--- config.mk ---
export PLATFORM = sky130hd
export DESIGN_NAME = ssd_mux
export DESIGN_NICKNAME = d
export VERILOG_FILES = /design/src/rtl/ssd_mux.sv
export SDC_FILE = /design/constraint.sdc
export NUM_CORES = 1
export LEC_CHECK = 0
export BUFFER_PORTS_ARGS = -buffer_cell sky130_fd_sc_hd__clkbuf_2
export CAP_MARGIN = 20
export CORE_AREA = 2 2 97 99
export CTS_BUF_LIST = sky130_fd_sc_hd__clkbuf_8
export CTS_CLUSTER_DIAMETER = 100
export DETAILED_ROUTE_END_ITERATION = 10
export DIE_AREA = 0 0 99 101
export GPL_TIMING_DRIVEN = 0
export PLACE_DENSITY = 0.6
export RECOVER_POWER = 100
export SKIP_LAST_GASP = 1
export SLEW_MARGIN = 40
export SYNTH_ARGS = -nofsm -noshare
export SYNTH_HDL_FRONTEND = slang
export SYNTH_SLANG_ARGS = --single-unit
--- constraint.sdc ---
create_clock -name clk_in -period 3.5 [get_ports clk_in]
set_clock_uncertainty 0.2 [all_clocks]
set_input_delay 0.7 -clock clk_in [delete_from_list [all_inputs] [get_ports clk_in]]
set_output_delay 0.7 -clock clk_in [all_outputs]
set_load 0.03 [all_outputs]
--- src/rtl/ssd_mux.sv ---
// rtl/ssd_mux.sv - multiplexed seven-segment scan driver with frame snapshot, blanking, dp and PWM
module ssd_mux #(
    parameter int NUM_DIGITS   = 8,
    parameter int DIGIT_PERIOD = 50000,
    parameter int BRIGHT_W     = 4
) (
    input  logic                    clk_in,
    input  logic                    rst_in,
    input  logic [4*NUM_DIGITS-1:0] val_in,
    input  logic [NUM_DIGITS-1:0]   dp_in,
    input  logic                    blank_lz_in,
    input  logic [BRIGHT_W-1:0]     bright_in,
    output logic [6:0]              cat_out,
    output logic                    dp_out,
    output logic [NUM_DIGITS-1:0]   an_out,
    output logic                    frame_out
);

    localparam int TW = $clog2(DIGIT_PERIOD);
    localparam int IW = (NUM_DIGITS > 1) ? $clog2(NUM_DIGITS) : 1;
    localparam logic [TW-1:0] TIMER_LAST = TW'(DIGIT_PERIOD - 1);
    localparam logic [IW-1:0] IDX_LAST   = IW'(NUM_DIGITS - 1);

    logic [TW-1:0]             timer;
    logic [IW-1:0]             idx;
    logic [BRIGHT_W-1:0]       pwm;
    logic [4*NUM_DIGITS-1:0]   sh_val;
    logic [NUM_DIGITS-1:0]     sh_dp;
    logic                      sh_blank;
    logic [BRIGHT_W-1:0]       sh_bright;

    logic [3:0]                nib;
    logic [NUM_DIGITS-1:0]     lz_mask;
    logic                      zero_run;
    logic [6:0]                cat_next;
    logic [NUM_DIGITS-1:0]     an_next;
    logic                      timer_wrap;
    logic                      last_slot;

    function automatic logic [6:0] seg_decode(input logic [3:0] n);
        case (n)
            4'h0: seg_decode = 7'b1000000;
            4'h1: seg_decode = 7'b1111001;
            4'h2: seg_decode = 7'b0100100;
            4'h3: seg_decode = 7'b0110000;
            4'h4: seg_decode = 7'b0011001;
            4'h5: seg_decode = 7'b0010010;
            4'h6: seg_decode = 7'b0000010;
            4'h7: seg_decode = 7'b1111000;
            4'h8: seg_decode = 7'b0000000;
            4'h9: seg_decode = 7'b0010000;
            4'hA: seg_decode = 7'b0001000;
            4'hB: seg_decode = 7'b0000011;
            4'hC: seg_decode = 7'b1000110;
            4'hD: seg_decode = 7'b0100001;
            4'hE: seg_decode = 7'b0000110;
            default: seg_decode = 7'b0001110;
        endcase
    endfunction

    always_comb begin
        timer_wrap = (timer == TIMER_LAST);
        last_slot  = timer_wrap && (idx == IDX_LAST);
        nib        = sh_val[{idx, 2'b00} +: 4];

        // Scan from the top digit down; a digit is a leading zero while
        // every nibble from it upward is zero. Digit 0 always shows.
        zero_run = 1'b1;
        lz_mask  = '0;
        for (int i = NUM_DIGITS - 1; i >= 0; i--) begin
            zero_run   = zero_run & (sh_val[4*i +: 4] == 4'h0);
            lz_mask[i] = zero_run;
        end
        lz_mask[0] = 1'b0;

        cat_next = (sh_blank && lz_mask[idx]) ? 7'h7F : seg_decode(nib);

        // timer==0 is the ghosting guard: anodes stay off while the
        // cathodes settle onto the new digit.
        an_next = '1;
        if ((timer != '0) && (pwm <= sh_bright))
            an_next[idx] = 1'b0;
    end

    always_ff @(posedge clk_in) begin
        if (rst_in) begin
            timer     <= '0;
            idx       <= '0;
            pwm       <= '0;
            sh_val    <= '0;
            sh_dp     <= '0;
            sh_blank  <= 1'b0;
            sh_bright <= '0;
            cat_out   <= 7'h7F;
            dp_out    <= 1'b1;
            an_out    <= '1;
            frame_out <= 1'b0;
        end else begin
            pwm <= pwm + 1'b1;
            if (timer_wrap) begin
                timer <= '0;
                idx   <= (idx == IDX_LAST) ? '0 : idx + 1'b1;
            end else begin
                timer <= timer + 1'b1;
            end

            // Inputs are only sampled on the last cycle of a frame so a
            // whole frame always shows one coherent value.
            if (last_slot) begin
                sh_val    <= val_in;
                sh_dp     <= dp_in;
                sh_blank  <= blank_lz_in;
                sh_bright <= bright_in;
            end

            cat_out   <= cat_next;
            dp_out    <= ~sh_dp[idx];
            an_out    <= an_next;
            frame_out <= (idx == '0) && (timer == '0);
        end
    end

endmodule
* Word level (Yosys, flattened, before mapping)
Memories as Yosys holds them, arrays and structs flattened. A register that Yosys moved wholly into a read port is not among the register bits.
Index checks and enable logic that the tools add are counted.
** Storage, ports and cells
- Register bits :: 78
- Memory bits (read-only) :: 112
- Input port bits :: 47
- Output and inout port bits :: 17
- Memories :: 1
** Memories
- (no name shown) :: words 16, bits a word 7, rd ports 1, clocked after Yosys merged registers in 1, wr ports 0, line 41 : case (n)
** Operators by class
- $add $sub $neg :: 3
- Order comparisons :: 3
- Equal/unequal tests :: 2
- Shift operators :: 1
- Multiplexer cells :: 7
- Bitwise logic cells :: 9
- Reduce and logical (&&, ||, !) cells :: 18
** Operators with widths (number)
- $shiftx 32x6->4 :: 1
- $logic_not 4->1 :: 7
- $add 16x1->16 const B :: 1
- $eq 16x16->1 const B :: 1
- $logic_not 16->1 :: 1
- $reduce_bool 16->1 :: 1
- $not 8->8 :: 1
- $and 1x1->1 :: 6
- $bmux 1 s3 :: 2
- $reduce_or 2->1 :: 3
- $logic_and 1x1->1 :: 5
- $add 4x1->4 const B :: 1
- $le 4x4->1 :: 1
- $lt 3x4->1 const B :: 1
- $add 3x1->3 const B :: 1
- $demux 1 s3 :: 1
- $eq 3x3->1 const B :: 1
- $ge 3x1->1 const B :: 1
- $logic_not 3->1 :: 1
- $mux 1 :: 3
- $mux 3 :: 1
- $not 1->1 :: 2

* Longest topological paths before layout
- Depth after elaboration :: 11
- Gate-level depth with buffers :: 10
- Mapped depth without buffers :: 9

* Least setup slack after synthesis
Ideal clock, no wire load.
- Kind :: register to register
- Start :: register idx[1]
- End :: register cat_out[0]
- Setup time :: 0.058 ns
- Arrival time :: 2.217 ns
- Setup slack :: 1.025 ns
- Cell stages (with the launch flop) :: 10
- Path buffers :: 2
- Clock period less this slack :: 2.475 ns
- Cells stage by stage :: dfxtp_1 -> buf_2 -> buf_2 -> mux2i_1 -> o21ai_0 -> a22oi_1 -> ha_1 -> or4b_1 -> o22ai_1 -> a211o_1
** On the way
- Longest elaborated chain between the ends :: 4
- Elaborated cells between the ends (all ways) :: 5
- Classes of those cells :: shift: 1; mux: 2; reduce/logical: 2
** RTL lines
- from (decl) :: line 25 : logic [IW-1:0] idx;
- from (signal assigned) :: line 102 : idx <= (idx == IDX_LAST) ? '0 : idx + 1'b1;
- $bmux 1 s3 :: line 76 : cat_next = (sh_blank && lz_mask[idx]) ? 7'h7F : seg_decode(nib);
- $mux 1 (not written as such) :: line 76
- $logic_and 1x1->1 :: line 76
- $reduce_or 2->1 (no source line)
- to (decl) :: line 13 : output logic [6:0] cat_out,
Several ways; a longest one is shown, not always the timed one. The select of a mux whose other input is x is not followed.
A chain may end at the register's enable or synchronous reset.

* Final worst setup path
- Start :: register idx[2]
- End :: register cat_out[0]
Same word-level chain as after synthesis.

==> metrics.csv <==
metric;value;unit
final worst path period share;88.0;%
Flop pwr share;58.1;%
largest net degree at the start of global routing;14;
CTS hold repair buffers;0;
Synth cell types;49;
post-CTS sizing;0;
Setup WS post-layout;0.420;ns
syn_area_per_cell;8.30;um2
Post-synth EDFFs;0;
Static Leak;1.69;nW
Post-CTS Setup Bufs;0;
clock power share;36.1;%
boundary pin count;64;
max layer used;met4;
post-synthesis net count;534;
initial antenna violation count;0;
ANT nets after route;0;
Fin. Hold Viols;0;
Diodes inserted;0;
vias per cell;5.16;
sequential share of the synthesized area;43.5;%
Detail Route met3 WL;393;um
max incr delay on CP;0.50;ns
Cell Pwr Density;377;nW/um2
RSZ-0062 raised after global routing;false;
Synth Flop Type;dfxtp_1;
Met2 Routed Length;4180;um
Worst Path Required;3.59;ns
global route total overflow;0;
H-tree Lvls;3;
Fin Setup TNS;0;ns
Synth Instances;471;
Total Routed Length;9230;um
CP most frequent cell;clkbuf_1;
Num CTS Buffers;9;
Worst setup EP type;flip-flop;
area delta synth->final;14.9;%
vias post-DR;3398;
clock sinks;85;
number of max-cap violations;0;
FF+latch count, synth;85;
CTS Buffer Depth;2;
commonest non-fill, non-tap cell in the layout;nand2_1;
Post-DP HPWL;6960;um
clock latency on the worst-skew pair;0.35;ns
Crit Path Max Fanout;10;
Post-Syn Area;3910;um2
main area contributors after synthesis;dfxtp_1 44%, nand2_1 10%, a21oi_1 6.5%;
clk slew on worst S/H paths;0.09;ns
Period minus WS final;3.08;ns
Slowest-stage cell, CP;a22oi_1;
Final GP Congestion;0.856;
all-layer global routing usage;18.8;%
Setup Viol. Count Final;0;
share of cells above drive strength 1;15.1;%
WP data arrival;3.17;ns
startpoint types;flip-flop;
Yosys top cell by area;dfxtp_1;
Ys Warns;0;
relative slew slack;57.0;%
die footprint;10000;um2
Comb power frac;5.8;%
routed metal-1 wirelength;4520;um
Iter 0 DRT Violations;172;
IO Port Bufs;63;
Die Height;101;um
DR DRC count;0;
VDD IR max;0.195;mV
Yosys top cell area share;43.5;%
CP Cell Sequence;clkbuf_1 -> clkbuf_1 -> o221ai_1 -> a22oi_1 -> ha_1 -> or4b_1 -> o22ai_1 -> a211o_1;
final slew viol count;0;
CTS tree;done;
vias in the first global route;3198;
num rows;35;
sw frac;24.1;%
Layout Nets;608;
Worst Path Class, Setup;flip-flop to flip-flop;
router iterations before antenna repair;4;
HP Class;flip-flop to flip-flop;
Core Area;8980;um2
Least-Margin Pin Slew;0.639;ns
initial core utilization;43.6;%
routed len/inst;14.0;um
Post-synth ARST share;0;%
most frequent cells in the layout;108 x nand2_1, 85 x dfxtp_1, 51 x a21oi_1;
pre-CTS setup slack;0.553;ns
Die X-Extent;99;um
Fmax achieved;0.325;GHz
Root Driver;clkbuf_8;
first-pass GRT wire length;15100;um
internal cell power;0.00129;W
P_sw;0.000408;W
status;completed;
## state kept, by name (all words and copies together) (netlist names), 3 cells and up
name	flops
sh_val	32
an_out	8
pwm	4
sh_bright	4
timer	16
idx	3
cat_out	7
sh_dp	8
## power groups by stage
stage / registers, W / clock network (W) / logic (W)
global route: 0.000988 / 0.000667 / 0.000111
CTS: 0.000986 / 0.000628 / 0.000101
detailed placement: 0.00101 / 0 / 0.000101
floorplan: 0.00102 / 0 / 0.0000413
finish: 0.000986 / 0.000612 / 0.0000982
global placement: 0.00101 / 0 / 0.0000982
## Yosys cell counts (3+ instances only)
master	n
nand2b_1	3
o22ai_1	5
nor2b_1	3
buf_6	5
mux2i_1	15
a31oi_1	4
nand3_1	15
o21ai_0	8
or3_1	3
buf_2	6
xor2_1	9
or2_2	8
nand2_1	108
nand4_1	6
inv_1	15
a21oi_1	51
nor4_1	9
dfxtp_1	85
xnor2_1	8
nor3_1	5
and3_1	4
clkbuf_1	10
ha_1	16
a221o_1	5
nor2_1	34
## metal layers
| metal | vias to the layer above | global-route usage (%) |
|---|---|---|
| met3 | 11 | 4.09 |
| met2 | 67 | 29.7 |
| met5 | - | 0 |
| li1 | 1761 | - |
| met4 | 0 | 6.95 |
| met1 | 1559 | 25.4 |
## cell type report
class | instances | area, um2
sequential | 85 | 1700
clock inverter | 4 | 26.3
tap | 111 | 139
timing repair buffer | 63 | 293
fill | 906 | 4480
buffer | 24 | 140
clock buffer | 10 | 138
inverter | 16 | 60.1
multi-input combinational | 346 | 2000
## worst paths after layout
| check | end | slack, ns | startpoint | depth (start not counted) |
|---|---|---|---|---|
| min | sh_bright[2]$_SDFFE_PP0P_ | 0.25 | sh_bright[2]$_SDFFE_PP0P_ | 2 |
| min reg2reg | sh_bright[2]$_SDFFE_PP0P_ | 0.25 | sh_bright[2]$_SDFFE_PP0P_ | 2 |
| max reg2reg | cat_out[0]$_SDFF_PP1_ | 0.42 | idx[2]$_SDFFE_PP0N_ | 8 |
| max | cat_out[0]$_SDFF_PP1_ | 0.42 | idx[2]$_SDFFE_PP0N_ | 8 |
## worst max-delay path, delay by kind of cell, from the launching register on
family | cells | cell delay (ns)
DFF | 1 | 0.39
buffers and inverters | 2 | 0.73
and+or+nand+nor | 1 | 0.44
adders and majority gates | 1 | 0.27
AOI/OAI and AO/OA | 4 | 1.00
## stage by stage
step / total power, W / instance area, um2 / cells / hold WS [ns] / utilization [%]
after floorplan: 0.00106 / 3910 / 471 / 0.228 / -
after global routing: 0.00177 / 4490 / 659 / 0.277 / 50.0
after detailed placement: 0.00111 / 4360 / 645 / 0.244 / 48.6
after global placement: 0.00111 / 4360 / 645 / 0.240 / 48.6
after CTS: 0.00172 / 4530 / 659 / 0.257 / 50.4
final: 0.00170 / 4490 / 659 / 0.252 / 50.0
## cells by family (layout without fill, tap and decap cells)
| family | Yosys count | after routing | share of synthesized area, % |
|---|---|---|---|
| AOI/OAI and AO/OA | 87 | 87 | 13.3 |
| xor gates and xnor gates | 17 | 17 | 3.81 |
| adders and majority gates | 16 | 16 | 5.12 |
| buffers and inverters | 40 | 117 | 5.18 |
| DFF | 85 | 85 | 43.5 |
| muxes | 15 | 15 | 3.84 |
| and+or+nand+nor | 211 | 211 | 25.2 |
Note: power is estimated with default switching activity, not from simulation.
